`config.mk`:
```
export PLATFORM = sky130hd
export DESIGN_NAME = mem_writeback
export DESIGN_NICKNAME = d
export VERILOG_FILES = /design/src/rtl/mem_writeback.sv
export SDC_FILE = /design/constraint.sdc
export NUM_CORES = 1
export LEC_CHECK = 0
export CORE_ASPECT_RATIO = 0.75
export CORE_MARGIN = 2
export CORE_UTILIZATION = 38
export DETAILED_ROUTE_END_ITERATION = 6
export PLACE_DENSITY = 0.69
export SLEW_MARGIN = 20
export SYNTH_ARGS = -nofsm -noshare
export SYNTH_HDL_FRONTEND = slang
export SYNTH_SLANG_ARGS = --single-unit
```
`constraint.sdc`:
```
create_clock -name clk -period 2.1 [get_ports clk]
set_input_delay 0.42 -clock clk [delete_from_list [all_inputs] [get_ports clk]]
set_output_delay 0.42 -clock clk [all_outputs]
set_load 0.1 [all_outputs]
```
`src/rtl/mem_writeback.sv`:
```
// Memory access / writeback stage: IDLE -> REQ -> RESP handshake with load timeout.
// Optional MISALIGNED_TRAP_EN traps misaligned half/word accesses instead of issuing them.
module mem_writeback #(
  parameter int unsigned MAX_WAIT = 255
) (
  input  logic        clk,
  input  logic        rst,
  input  logic        ex_valid,
  input  logic [31:0] ex_result,
  input  logic [31:0] ex_store_data,
  input  logic [2:0]  ex_funct3,
  input  logic        ex_is_load,
  input  logic        ex_is_store,
  input  logic [4:0]  ex_rd,
  input  logic        ex_reg_we,
  output logic        stall,
  output logic        dmem_req,
  output logic        dmem_we,
  output logic [31:0] dmem_addr,
  output logic [31:0] dmem_wdata,
  output logic [3:0]  dmem_wmask,
  input  logic        dmem_ready,
  input  logic        dmem_rvalid,
  input  logic [31:0] dmem_rdata,
  output logic        wb_we,
  output logic [4:0]  wb_rd,
  output logic [31:0] wb_data,
  output logic        bus_err,
  output logic        misaligned
);

  typedef enum logic [1:0] {IDLE, REQ, RESP} state_t;

  localparam logic [7:0] LAST = 8'(MAX_WAIT - 1);

  state_t      state_q;
  logic [31:0] addr_q;
  logic [1:0]  off_q;
  logic [31:0] wdata_q;
  logic [3:0]  mask_q;
  logic [2:0]  f3_q;
  logic        ld_q;
  logic        rwe_q;
  logic [4:0]  rd_q;
  logic [7:0]  cnt_q;
  logic        wb_we_q;
  logic [4:0]  wb_rd_q;
  logic [31:0] wb_data_q;
  logic        bus_err_q;

  logic        mem_op;
  logic        mis_d;
  logic [3:0]  mask_d;
  logic [31:0] wdata_d;
  logic [31:0] ld_data_d;
  logic [7:0]  byte_v;
  logic [15:0] half_v;

  assign mem_op = ex_is_load | ex_is_store;

  always_comb begin
    mask_d  = 4'b1111;
    wdata_d = ex_store_data;
    case (ex_funct3[1:0])
      2'b00: begin
        mask_d  = 4'b0001 << ex_result[1:0];
        wdata_d = {4{ex_store_data[7:0]}};
      end
      2'b01: begin
        mask_d  = 4'b0011 << {ex_result[1], 1'b0};
        wdata_d = {2{ex_store_data[15:0]}};
      end
      default: ;
    endcase
  end

  assign byte_v = dmem_rdata[{off_q, 3'b000} +: 8];
  assign half_v = dmem_rdata[{off_q[1], 4'b0000} +: 16];

  always_comb begin
    case (f3_q)
      3'd0:    ld_data_d = {{24{byte_v[7]}}, byte_v};
      3'd1:    ld_data_d = {{16{half_v[15]}}, half_v};
      3'd4:    ld_data_d = {24'd0, byte_v};
      3'd5:    ld_data_d = {16'd0, half_v};
      default: ld_data_d = dmem_rdata;
    endcase
  end

`ifdef MISALIGNED_TRAP_EN
  logic mis_q;

  assign mis_d = mem_op
               & ((ex_funct3[1:0] == 2'b01 & ex_result[0])
               |  (ex_funct3[1] & |ex_result[1:0]));

  always_ff @(posedge clk) begin
    if (rst) mis_q <= 1'b0;
    else     mis_q <= (state_q == IDLE) & ex_valid & mis_d;
  end

  assign misaligned = mis_q;
`else
  assign mis_d      = 1'b0;
  assign misaligned = 1'b0;
`endif

  always_ff @(posedge clk) begin
    if (rst) begin
      state_q   <= IDLE;
      addr_q    <= '0;
      off_q     <= '0;
      wdata_q   <= '0;
      mask_q    <= '0;
      f3_q      <= '0;
      ld_q      <= 1'b0;
      rwe_q     <= 1'b0;
      rd_q      <= '0;
      cnt_q     <= '0;
      wb_we_q   <= 1'b0;
      wb_rd_q   <= '0;
      wb_data_q <= '0;
      bus_err_q <= 1'b0;
    end else begin
      wb_we_q   <= 1'b0;
      bus_err_q <= 1'b0;
      case (state_q)
        IDLE: begin
          if (ex_valid && mem_op) begin
            if (!mis_d) begin
              state_q <= REQ;
              addr_q  <= {ex_result[31:2], 2'b00};
              off_q   <= ex_result[1:0];
              wdata_q <= wdata_d;
              mask_q  <= ex_is_load ? 4'b0000 : mask_d;
              f3_q    <= ex_funct3;
              ld_q    <= ex_is_load;
              rwe_q   <= ex_reg_we;
              rd_q    <= ex_rd;
            end
          end else if (ex_valid) begin
            wb_we_q   <= ex_reg_we;
            wb_rd_q   <= ex_rd;
            wb_data_q <= ex_result;
          end
        end
        REQ: begin
          if (dmem_ready) begin
            state_q <= ld_q ? RESP : IDLE;
            cnt_q   <= '0;
          end
        end
        RESP: begin
          // Data arriving on the timeout cycle still completes the load.
          if (dmem_rvalid) begin
            wb_we_q   <= rwe_q;
            wb_rd_q   <= rd_q;
            wb_data_q <= ld_data_d;
            state_q   <= IDLE;
          end else if (cnt_q == LAST) begin
            bus_err_q <= 1'b1;
            state_q   <= IDLE;
          end else begin
            cnt_q <= cnt_q + 8'd1;
          end
        end
        default: state_q <= IDLE;
      endcase
    end
  end

  assign stall      = (state_q != IDLE);
  assign dmem_req   = (state_q == REQ);
  assign dmem_we    = (state_q == REQ) & ~ld_q;
  assign dmem_addr  = addr_q;
  assign dmem_wdata = wdata_q;
  assign dmem_wmask = mask_q;
  assign wb_we      = wb_we_q;
  assign wb_rd      = wb_rd_q;
  assign wb_data    = wb_data_q;
  assign bus_err    = bus_err_q;

endmodule
```
==> out/results.tsv, run 1 <==
metric	value	unit
status	completed	
worst_pin_slew	670	ps
fin_crit_sh	97.1	%
crit_path_end_kind	primary output	
grt_overflow_total	0	
path_max_fanout	9	
avgSynthCellArea	8.10	um2
drt_first_pass_iters	5	
hp-class	input pin to flop	
clk_pin_slew	60	ps
synthXorXnorAreaFrac	0	%
cts.sinks	127	
slew_violations	0	
syn2layout_area_growth	45.9	%
grt_use_met2	34.3	%
fin_crit	2040	ps
clk_latency	420	ps
yosys.area_share.simple	20.4	%
hold_viol_final	0	
synth_cell_types	49	
grt_pass1_wl	32.5	mm
async_reset_ff_share	0	%
synth-warning-count	0	
drive_above_1_share	21.2	%
grt_max_degree	54	
fmax	490	MHz
setup_violations	0	
synth-edff-count	0	
crit_path_start_kind	flop	
synth-compound-area-share	26.3	%
synth_flop_cell	dfxtp_1	
pre_cts_ws	-259	ps
antenna_found_initial	0	
post_cts_buffers	0	
ir_worst_vdd	0.000494	V
synth_seq_cells	127	
cts_max_level	4	
drcViolationCount	0	
ys_seq_area_share	40.2	%
grt-busiest-layer	met2	
wl	20.6	mm
vias_per_cell	5.36	
hpwlAfterDp	14.9	mm
cap_viol_max_count	0	
arrival	1620	ps
diodes	0	
crit_required	1680	ps
die_h	116	um
yosys.area_share.adder	0.396	%
numCtsBuffers	17	
coreArea	16200	um2
grtUsageMet3	8.49	%
cts_tree	done	
power.density	810	nW/um2
postCtsResizedCells	0	
ios	223	
wl_per_cell	17.0	um
rsz0062_at_grt	false	
ctsLongestPathBuffers	2	
grtUsageTotal	23.0	%
synth_area	6320	um2
gr-usage-met1	31.6	%
port_buffers	219	
gp_congestion	0.863	
critical_path_class	flop to primary output	
hold_buffers	0	
muxShareOfSynthArea	6.25	%
grt_pass1_vias	6070	
p_leak	3.59	nW
synth_top_family_by_area	compound AO/OA/AOI/OAI gates	
initial_core_util	39.1	%
finalNetCount	1106	
fin_tns_setup	0	ps
syn_inst	781	
cts_root_buf	clkbuf_16	
finalClockSkew	6.25	ps
postRouteAntennaNets	0	
dr.first_iter.drc_count	531	
die_w	153	um
via_count	6512	
die-area	17700	um2
slew_headroom	55.3	%
setup_slack	60.5	ps
rows	40	
cell families (layout without fill, tap and decap cells):
logic type               Yosys count  count (layout)
buffers and inverters             86             307
AND/OR/NAND/NOR                  288             288
AO/OA/AOI/OAI                    240             240
flip-flops                       127             127
adder cells (fa/ha/maj)            2               2
multiplexers                      37              37
other                              1               3
power by group:
group	leakage (nW)	switching, mW	internal [mW]
clock	0.268	1.06	1.76
combinational	2.28	1.42	0.613
sequential	1.04	0.0844	2.55
total	3.59	2.56	4.92
synthesized netlist by cell type, types with 12 or more instances:
cell / instances / area, um2
a211oi_1: 13 / 97.6
a21oi_1: 80 / 400
a221oi_1: 12 / 105
a311oi_1: 13 / 114
a32oi_1: 16 / 140
clkbuf_1: 53 / 199
dfxtp_1: 127 / 2540
inv_1: 12 / 45.0
mux2i_1: 35 / 350
nand2_1: 179 / 672
nand2b_1: 13 / 81.3
nand3_1: 14 / 70.1
nand3b_1: 15 / 113
nor2_1: 35 / 131
o21ai_0: 46 / 230
o21ai_1: 12 / 60.1
worst paths after layout:
path	startpoint	to	slack, ps	cells after the start
max reg2reg	cnt_q[0]	cnt_q[3]	180	6
min reg2reg	dmem_addr[26]	dmem_addr[26]	450	2
min	rst	cnt_q[6]	360	3
max	state_q[0]	dmem_we	60	3
worst max-delay path, cell delays in order, from the launching register on:
cell     delay [ps]
dfxtp_1         520
nor2b_4         290
nor2b_4         200
buf_12          180
final cells by class:
class | instances | area, um2
clock buffer | 24 | 462
clock inverter | 7 | 87.6
fill | 1482 | 6940
inverter | 12 | 45.0
multi-input combinational | 570 | 3420
sequential | 127 | 2540
tap | 210 | 263
timing repair buffer | 264 | 2410
flip-flops by register name (all words and copies together) (netlist names), 2 cells and up:
name / cells
dmem_wdata: 32
off_q: 2
cnt_q: 8
dmem_addr: 30
wb_data: 32
wb_rd: 5
f3_q: 3
rd_q: 5
state_q: 2
dmem_wmask: 4
cell usage in the layout (no fill, tap or decap), types with 12 or more instances in the layout:
| master | instances |
|---|---|
| a311oi_1 | 13 |
| nor2_1 | 35 |
| buf_4 | 142 |
| a32oi_1 | 16 |
| nand3b_1 | 15 |
| mux2i_1 | 35 |
| o21ai_0 | 46 |
| buf_12 | 12 |
| a211oi_1 | 13 |
| nand3_1 | 14 |
| clkbuf_16 | 17 |
| inv_1 | 12 |
| nand2_1 | 179 |
| a221oi_1 | 12 |
| dfxtp_1 | 126 |
| clkdlybuf4s50_1 | 110 |
| nand2b_1 | 13 |
| a21oi_1 | 79 |
per-stage QoR:
step / utilization, % / hold WS [ps] / std cells / power (mW) / cell area [um2]
after global routing: 57.1 / 369 / 1214 / 7.75 / 9230
after floorplan: - / 436 / 783 / 4.05 / 6350
after detailed placement: 53.7 / 447 / 1183 / 4.71 / 8680
after global placement: 53.7 / 442 / 1183 / 4.69 / 8680
final: 57.1 / 363 / 1214 / 7.48 / 9230
after CTS: 57.1 / 349 / 1214 / 7.53 / 9230
routing by layer:
metal / up-vias / share of wire [%]
li1: 3212 / -
met1: 3055 / 48
met2: 225 / 42
met3: 20 / 8.7
met4: 0 / 1.2
met5: - / 0
(Power assumes the default switching activity.)
==> inputs of run 2 (changes only) <==
==> constraint.sdc (replaced) <==
create_clock -name clk -period 2.3 [get_ports clk]
set_input_delay 0.46 -clock clk [delete_from_list [all_inputs] [get_ports clk]]
set_output_delay 0.46 -clock clk [all_outputs]
set_load 0.1 [all_outputs]
==> out/results.tsv, run 2 (same netlist as run 1, synthesis figures left out) <==
metric	value	unit	change
ir_worst_vdd	0.000500	V	+1.3%
clk_latency	420	ps	about the same
crit_path_end_kind	primary output		
syn2layout_area_growth	45.4	%	
grt_overflow_total	0		unchanged
cts_tree	done		
crit_path_start_kind	flop		
port_buffers	219		unchanged
crit_required	1840	ps	+160 ps
cts.sinks	127		unchanged
slowest_stage	dfxtp_1		
path_common_cell	nor2b_4		
max_stage_delay	580	ps	+60 ps
drcViolationCount	0		unchanged
grt_pass1_vias	5862		-3.4%
p_leak	3.56	nW	-0.67%
clk_pin_slew	50	ps	about the same
numCtsBuffers	17		unchanged
hp-class	input pin to flop		
grtUsageTotal	22.4	%	-0.61 points
power.density	771	nW/um2	-4.8%
vias_per_cell	5.40		+0.64%
final_cell_mix	179 x nand2_1, 130 x buf_4, 126 x dfxtp_1		
antenna_found_initial	0		unchanged
postCtsResizedCells	0		unchanged
placed_area	8570	um2	-1.3%
initial_core_util	39.1	%	unchanged
crit_chain	nor2b_4 -> nor2b_4 -> buf_12		
slew_headroom	58.3	%	+3.0 points
finalNetCount	1093		-1.2%
gp_congestion	0.822		-4.7%
slew_violations	0		unchanged
worst_pin_slew	626	ps	-44.3 ps
dr.first_iter.drc_count	378		-29%
cts_max_level	4		unchanged
diodes	0		unchanged
critical_path_class	flop to primary output		
die-area	17700	um2	unchanged
finalClockSkew	5.66	ps	-0.589 ps
fin_crit_sh	92.8	%	
post_cts_buffers	0		unchanged
hpwlAfterDp	14.3	mm	-3.8%
setup_violations	0		unchanged
dp.cells	1170		-1.1%
finalInstanceArea	9190	um2	-0.39%
path_max_fanout	11		+2
die_h	116	um	unchanged
hold_viol_final	0		unchanged
ctsLongestPathBuffers	2		unchanged
rsz0062_at_grt	false		
finalPower	7.09	mW	-5.1%
rrSetupSlack	370	ps	+190 ps
ios	223		unchanged
via_count	6489		-0.35%
wl_per_cell	16.9	um	-0.40%
min_from	rst		
path_buf_inv	1		unchanged
cts_root_buf	clkbuf_16		
worstSetupStartpoint	state_q[0]		
wl	20.4	mm	-1.4%
grt_max_degree	66		+22%
rows	40		unchanged
postLayoutCoreUtil	56.9	%	-0.22 points
arrival	1670	ps	+50 ps
drt_first_pass_iters	7		+2
fmax	469	MHz	
hold_buffers	0		unchanged
die_w	153	um	unchanged
fin_crit	2130	ps	
status	completed		
grt_pass1_wl	31.6	mm	-2.8%
rr_startpoint	off_q[1]		
hold_slack	338	ps	-25.2 ps
coreArea	16200	um2	unchanged
final_common_cell	nand2_1		
crit_family	flip-flops		
postRouteAntennaNets	0		unchanged
cap_viol_max_count	0		unchanged
drive_above_1_share	20.7	%	-0.55 points
final_cells	1202		-0.99%
-- run 2: layout make-up --
type,count,area (um2)
repair buffers,251,2300
inverters,12,45.0
clock inverters,11,163
fillers,1502,6970
well taps,210,263
multi-input cells,570,3420
flip-flops and latches,127,2540
clock buffers,21,460
-- run 2: where the power goes --
| group | total (mW) | internal [mW] | switching [mW] |
|---|---|---|---|
| Clock | 2.86 | 1.86 | 0.993 |
| Combinational | 1.84 | 0.546 | 1.29 |
| Sequential | 2.40 | 2.32 | 0.0754 |
-- run 2: metal layers --
metal | GRT usage (%) | vias to the layer above | share of wire [%]
met1 | 31.5 | 3043 | 47
met4 | 6.05 | 0 | 0.78
met5 | 0 | - | 0
li1 | - | 3188 | -
met3 | 7.93 | 14 | 9.3
met2 | 32.8 | 244 | 43
-- run 2: worst paths after layout --
kind,to,cells after the start
setup / recovery,dmem_we,3
hold / removal,bus_err,2
setup reg to reg,wb_data[13],5
hold reg to reg,dmem_wdata[26],2
-- run 2: per-stage QoR --
step / TNS, ps / setup slack (ps)
6_report: 0 / 166
5_1_grt: 0 / 74.1
4_1_cts: 0 / 142
3_5_place_dp: -1410 / -90.0
3_3_place_gp: -782 / -44.4
2_1_floorplan: 0 / 97.8
==> inputs of run 3 (changes only) <==
--- a/config.mk
+++ b/config.mk
@@ -6,7 +6,6 @@
 export NUM_CORES = 1
 export LEC_CHECK = 0
 export CORE_ASPECT_RATIO = 0.75
-export CORE_MARGIN = 2
 export CORE_UTILIZATION = 38
 export DETAILED_ROUTE_END_ITERATION = 6
 export PLACE_DENSITY = 0.69
==> out/results.tsv, run 3 (same netlist as run 1, synthesis figures left out) <==
metric	value	unit	change
status	completed		
grtUsageTotal	23.6	%	+1.2 points
slowest_stage	dfxtp_1		
path_common_cell	nor2b_4		
drive_above_1_share	20.6	%	-0.042 points
drt_first_pass_iters	4		-3
slew_headroom	63.1	%	+4.9 points
grt_overflow_total	0		unchanged
ir_worst_vdd	0.000405	V	-19%
cts_max_level	4		unchanged
power.density	758	nW/um2	-1.7%
cap_viol_max_count	0		unchanged
grt_pass1_wl	31.5	mm	-0.11%
clk_pin_slew	60	ps	about the same
antenna_found_initial	0		unchanged
ctsLongestPathBuffers	2		unchanged
syn2layout_area_growth	45.1	%	
crit_path_end_kind	primary output		
slew_violations	0		unchanged
final_common_cell	nand2_1		
path_max_fanout	11		unchanged
p_leak	3.55	nW	-0.23%
cts.sinks	127		unchanged
fin_crit_sh	92.9	%	+0.15 points
clk_latency	420	ps	about the same
final_cell_mix	179 x nand2_1, 135 x buf_4, 126 x dfxtp_1		
setup_slack	162	ps	-3.56 ps
via_count	6375		-1.8%
grt_max_degree	60		-9.1%
fmax	468	MHz	-0.17%
fin_tns_setup	0	ps	unchanged
finalPower	6.96	mW	-1.9%
rsz0062_at_grt	false		
grt_pass1_vias	5924		+1.1%
coreArea	16200	um2	unchanged
postRouteAntennaNets	0		unchanged
worstSetupStartpoint	state_q[0]		
diodes	0		unchanged
critical_path_class	flop to primary output		
ff_latch_area	2540	um2	unchanged
rr_startpoint	cnt_q[0]		
cts_tree	done		
wl_per_cell	16.6	um	-1.7%
drcViolationCount	0		unchanged
crit_chain	nor2b_4 -> nor2b_4 -> buf_12		
hpwlAfterDp	14.4	mm	+0.58%
wl	20.0	mm	-1.6%
fillers	1472		-2.0%
max_stage_delay	590	ps	about the same
crit_required	1840	ps	about the same
post_cts_buffers	0		unchanged
hold_slack	345	ps	+7.49 ps
hp-class	input pin to flop		
rows	40		unchanged
port_buffers	219		unchanged
worst_pin_slew	553	ps	-73.0 ps
die-area	17200	um2	-3.0%
finalClockSkew	8.27	ps	+2.61 ps
fin_crit	2140	ps	+3.56 ps
die_w	151	um	-1.3%
numCtsBuffers	17		unchanged
finalNetCount	1097		+0.37%
postCtsResizedCells	0		unchanged
multi_input_area	3420	um2	unchanged
pre_cts_ws	-103	ps	-13.5 ps
setup_violations	0		unchanged
hold_viol_final	0		unchanged
cts_root_buf	clkbuf_16		
arrival	1680	ps	about the same
crit_path_start_kind	flop		
dr.first_iter.drc_count	354		-6.3%
gp_congestion	0.794		-3.5%
min_from	rst		
ios	223		unchanged
die_h	114	um	-1.7%
hold_buffers	0		unchanged
vias_per_cell	5.29		-1.9%
initial_core_util	39.1	%	unchanged
[run 3: per-layer routing]
| layer | wire (um) | up-vias | share of wire (%) | track usage (%) |
|---|---|---|---|---|
| met4 | 146 | 0 | 0.73 | 5.93 |
| met5 | 0 | - | 0 | 0 |
| met1 | 9300 | 2944 | 46 | 32.5 |
| li1 | - | 3198 | - | - |
| met3 | 1920 | 12 | 9.6 | 7.52 |
| met2 | 8670 | 221 | 43 | 35.6 |
[run 3: critical path, delay by kind of cell, from the launching register on]
kind                   cells  cell delay, ps
and+or+nand+nor            2             500
DFF                        1             590
buffers and inverters      1             180
[run 3: final timing paths]
check / endpoint / slack, ps / cells after the start
worst min-delay path: dmem_addr[31] / 350 / 2
worst min register to register: f3_q[2] / 450 / 2
worst max register to register: cnt_q[3] / 370 / 6
worst max-delay path: dmem_we / 160 / 3
[run 3: area by class of cell]
type	count	share of cell area, %
timing repair buffer	255	25.2
sequential	127	27.7
clock inverter	6	1.17
multi-input combinational	570	37.3
inverter	12	0.491
tap	210	2.86
clock buffer	24	5.25
[run 3: report_power, final]
group	total (mW)	internal (mW)	switching, mW
combinational	1.83	0.543	1.28
clock	2.73	1.78	0.958
sequential	2.40	2.32	0.0744
[run 3: stage by stage]
| stage | util, % | std cells | cell area (um2) |
|---|---|---|---|
| 2_1_floorplan | - | 783 | 6350 |
| 3_3_place_gp | 53.1 | 1174 | 8590 |
| 3_5_place_dp | 53.1 | 1174 | 8590 |
| 4_1_cts | 56.8 | 1204 | 9180 |
| 5_1_grt | 56.8 | 1204 | 9180 |
| 6_report | 56.8 | 1204 | 9180 |
==> patch 1: new RTL, settings of run 3 <==
Encoding of `state_t`: now one-hot (3 bits for 3 states).
--- a/src/rtl/mem_writeback.sv
+++ b/src/rtl/mem_writeback.sv
@@ -29,7 +29,7 @@
   output logic        misaligned
 );
 
-  typedef enum logic [1:0] {IDLE, REQ, RESP} state_t;
+  typedef enum logic [2:0] {IDLE = 3'b001, REQ = 3'b010, RESP = 3'b100} state_t;
 
   localparam logic [7:0] LAST = 8'(MAX_WAIT - 1);
 
Formal check against the unedited RTL: same outputs for any inputs over 4 cycles, from zero or initial values and one cycle with rst high; so few cycles prove little.
==> patch 1 against run 3 <==
- global-route usage is 1.1 points higher
- final cell count decreased by 1.9%
- clock skew is 2.6 ps lower
- first-iteration DRC count grew 14%
- setup slack improved by 50 ps
- sequential cell count rose by 1
- wire length shrank 0.65%
- utilization up 0.81 points
- final area decreased by 3.6%
- via count is 4.1% lower
- register-to-register slack got worse by 50 ps
- synthesized area fell by 4.8%
- power rose by 0.68%
- count of clock-buffer cells in the layout is 5 lower
==> patch 1: results (changes against run 3) <==
<table>
<tr><th>Metric</th><th>Value</th></tr>
<tr><th colspan="2">Synth</th></tr>
<tr><td>Multiplexer share of the synthesized area</td><td>0.0590 (was 0.0625)</td></tr>
<tr><td>Compound-cell area share of the yosys netlist</td><td>0.228 (was 0.263)</td></tr>
<tr><td>Leading post-synthesis cells by instance count</td><td>sky130_fd_sc_hd__nand2_1 (197), sky130_fd_sc_hd__dfxtp_1 (128), sky130_fd_sc_hd__a21oi_1 (76), sky130_fd_sc_hd__nor2_1 (52), sky130_fd_sc_hd__clkbuf_1 (38) (was sky130_fd_sc_hd__nand2_1 (179), sky130_fd_sc_hd__dfxtp_1 (127), sky130_fd_sc_hd__a21oi_1 (80), sky130_fd_sc_hd__clkbuf_1 (53), sky130_fd_sc_hd__o21ai_0 (46))</td></tr>
<tr><td>Count of cell types in the netlist</td><td>53 (was 49)</td></tr>
<tr><td>Sequential element share of the synthesized area</td><td>0.426 (was 0.402)</td></tr>
<tr><th colspan="2">Critical path</th></tr>
<tr><td>Crit path DAT</td><td>1630 ps (was 1680 ps)</td></tr>
<tr><th colspan="2">Global route</th></tr>
<tr><td>Vias in the first global route</td><td>5635 (was 5924)</td></tr>
<tr><td>Maximum number of pins on one net before global-route repair</td><td>46 (was 60)</td></tr>
<tr><td>Met1 Usage GRT</td><td>0.362 (was 0.325)</td></tr>
<tr><th colspan="2">Finish</th></tr>
<tr><td>Non-clock inverter total of the final layout</td><td>8 (was 12)</td></tr>
<tr><td>Filler instances</td><td>1465 (was 1472)</td></tr>
<tr><td>Area taken by multi-input logic gates</td><td>3160 um^2 (was 3420 um^2)</td></tr>
<tr><td>Clock buffer instance count of the final layout</td><td>19 (was 24)</td></tr>
<tr><td>Proportion of cell area occupied by multi-input gates</td><td>0.357 (was 0.373)</td></tr>
<tr><th colspan="2">Route</th></tr>
<tr><td>Drt pass-1 iters</td><td>7 (was 4)</td></tr>
<tr><td>Wire length the detailed router placed on met1</td><td>9.79 mm (was 9.30 mm)</td></tr>
<tr><th colspan="2">Placement</th></tr>
<tr><td>Gpl congestion</td><td>0.851 (was 0.794)</td></tr>
<tr><td>Final HPWL from detailed placement</td><td>14.2 mm (was 14.4 mm)</td></tr>
<tr><td>Dpl cells</td><td>1151 (was 1174)</td></tr>
<tr><th colspan="2">Power</th></tr>
<tr><td>Standby leakage power</td><td>3.72 nW (was 3.55 nW)</td></tr>
<tr><td>Sw Ratio</td><td>0.355 (was 0.333)</td></tr>
<tr><th colspan="2">Run status</th></tr>
<tr><td>Result of the run</td><td>finished, final reports clean (unchanged)</td></tr>
<tr><th colspan="2">STA</th></tr>
<tr><td>Transition time at the pin with the least slew margin</td><td>679 ps (was 553 ps)</td></tr>
<tr><td>Clock skew</td><td>5.63 ps (was 8.27 ps)</td></tr>
<tr><th colspan="2">CTS</th></tr>
<tr><td># clock sinks</td><td>128 (was 127)</td></tr>
</table>
## patch 1: changes by cell type in the layout (fill, tap and decap cells not counted), moves of 15 or more
cell	before	now
sky130_fd_sc_hd__o21ai_0	46	21
sky130_fd_sc_hd__nand2_1	179	197
sky130_fd_sc_hd__a21o_1	0	17
sky130_fd_sc_hd__nor2_1	35	51
sky130_fd_sc_hd__a32oi_1	16	1
## patch 1: worst paths after layout
check	slack (ps)	start	endpoint
setup / recovery	210	state_q[0]$_SDFFE_PP1P_	stall
hold / removal	450	dmem_wmask[1]$_SDFFE_PP0P_	dmem_wmask[1]$_SDFFE_PP0P_
setup reg to reg	320	state_q[2]$_SDFFE_PP0P_	wb_data[7]$_SDFFE_PP0P_
hold reg to reg	450	dmem_wmask[1]$_SDFFE_PP0P_	dmem_wmask[1]$_SDFFE_PP0P_
## patch 1: stage by stage
step           hold slack [ps]  utilization
2_1_floorplan              437            -
3_3_place_gp               436        0.539
3_5_place_dp               445        0.539
4_1_cts                    454        0.576
5_1_grt                    470        0.576
6_report                   452        0.576
==> patch 2: new RTL, settings of run 3 <==
Made on the original files. Add a define of `MISALIGNED_TRAP_EN`.
--- a/src/rtl/mem_writeback.sv
+++ b/src/rtl/mem_writeback.sv
@@ -1,5 +1,7 @@
 // Memory access / writeback stage: IDLE -> REQ -> RESP handshake with load timeout.
 // Optional MISALIGNED_TRAP_EN traps misaligned half/word accesses instead of issuing them.
+`define MISALIGNED_TRAP_EN
+
 module mem_writeback #(
   parameter int unsigned MAX_WAIT = 255
 ) (
Formal check against the unedited RTL: not equivalent (a bounded check fails within 4 cycles, from zero or initial values and one cycle with rst high).
==> patch 2 against run 3 <==
- final area down 1.1%
- setup slack better by 34 ps
- synthesized area decreased by 3.9%
- sequential share of layout area grew 0.52 points
- final cell count fell by 2.8%
- fmax grew 1.6%
- critical path depth unchanged
- hold slack gained 110 ps
- power is 1.6% lower
- wire length is 2.0% higher
- register-to-register slack got worse by 50 ps
- sequential cell count is 1 higher
- highest routed layer is now met5
==> patch 2: results (changes against run 3) <==
<table>
<tr><th>Metric</th><th>Value</th></tr>
<tr><th colspan="2">Critical path</th></tr>
<tr><td>R2R depth</td><td>4 (was 6)</td></tr>
<tr><td>Top fanout value on the critical path</td><td>8 (was 11)</td></tr>
<tr><td>Crit-path max cell delay</td><td>560 ps (was 590 ps)</td></tr>
<tr><th colspan="2">Finish</th></tr>
<tr><td>Number of sequential storage elements</td><td>128 (was 127)</td></tr>
<tr><td>Area taken by multi-input logic gates</td><td>3240 um^2 (was 3420 um^2)</td></tr>
<tr><td>Non-clock inverter total of the final layout</td><td>6 (was 12)</td></tr>
<tr><td>Clock buffer instance count of the final layout</td><td>20 (was 24)</td></tr>
<tr><td>Layout cells sized above 1</td><td>0.216 (was 0.206)</td></tr>
<tr><th colspan="2">Synth</th></tr>
<tr><td>Dominant cells by area after synthesis</td><td>sky130_fd_sc_hd__dfxtp_1 (42%), sky130_fd_sc_hd__nand2_1 (11%), sky130_fd_sc_hd__a21oi_1 (7.0%) (was sky130_fd_sc_hd__dfxtp_1 (40%), sky130_fd_sc_hd__nand2_1 (11%), sky130_fd_sc_hd__a21oi_1 (6.3%))</td></tr>
<tr><td>Synth top area share</td><td>0.422 (was 0.402)</td></tr>
<tr><td>Leading post-synthesis cells by instance count</td><td>sky130_fd_sc_hd__nand2_1 (175), sky130_fd_sc_hd__dfxtp_1 (128), sky130_fd_sc_hd__a21oi_1 (85), sky130_fd_sc_hd__nor2_1 (38), sky130_fd_sc_hd__clkbuf_1 (37) (was sky130_fd_sc_hd__nand2_1 (179), sky130_fd_sc_hd__dfxtp_1 (127), sky130_fd_sc_hd__a21oi_1 (80), sky130_fd_sc_hd__clkbuf_1 (53), sky130_fd_sc_hd__o21ai_0 (46))</td></tr>
<tr><th colspan="2">Global route</th></tr>
<tr><td>First-pass GRT wire length</td><td>31.6 mm (was 31.5 mm)</td></tr>
<tr><td>All-Layer GR Usage</td><td>0.247 (was 0.236)</td></tr>
<tr><td>Antenna violations before repair</td><td>1 (was 0)</td></tr>
<tr><th colspan="2">Route</th></tr>
<tr><td>Top sig layer</td><td>met5 (was met4)</td></tr>
<tr><td>Routed wire length on met3</td><td>1.33 mm (was 1.92 mm)</td></tr>
<tr><th colspan="2">Power</th></tr>
<tr><td>Switching Power</td><td>2.19 mW (was 2.32 mW)</td></tr>
<tr><td>IR Drop Worst-Case VDD</td><td>0.531 mV (was 0.405 mV)</td></tr>
<tr><td>Standby leakage power</td><td>3.50 nW (was 3.55 nW)</td></tr>
<tr><th colspan="2">Run status</th></tr>
<tr><td>Result of the run</td><td>finished, final reports clean (unchanged)</td></tr>
<tr><th colspan="2">STA</th></tr>
<tr><td>Worst Hold Slack</td><td>453 ps (was 345 ps)</td></tr>
<tr><td>Clock skew</td><td>7.89 ps (was 8.27 ps)</td></tr>
<tr><th colspan="2">Placement</th></tr>
<tr><td>Gpl congestion</td><td>0.904 (was 0.794)</td></tr>
<tr><td>Area after detailed placement</td><td>8460 um^2 (was 8590 um^2)</td></tr>
<tr><td>Final HPWL from detailed placement</td><td>14.8 mm (was 14.4 mm)</td></tr>
</table>
[patch 2: cell types whose count changed after synthesis, moves of 10 or more]
cell,delta
sky130_fd_sc_hd__o2bb2ai_2,+10
sky130_fd_sc_hd__a221oi_2,-11
sky130_fd_sc_hd__o21ai_0,-23
sky130_fd_sc_hd__a311oi_1,+10
sky130_fd_sc_hd__a32oi_1,-16
sky130_fd_sc_hd__clkbuf_1,-16
[patch 2: through the flow]
stage	setup slack, ps	util
5_1_grt	100	0.588
6_report	196	0.588
3_3_place_gp	13.3	0.549
4_1_cts	174	0.588
3_5_place_dp	-25.8	0.549
2_1_floorplan	111	-
[patch 2: kinds of logic (layout without fill, tap and decap cells)]
group	count (synthesis)	count (layout)	synth area share
AND/OR/NAND/NOR	282	282	0.210
AO/OA/AOI/OAI	227	227	0.265
flip-flops	128	128	0.422
buffers and inverters	72	297	0.0521
multiplexers	27	27	0.0465
adder cells (fa/ha/maj)	2	2	0.00412
other	1	2	0.000617
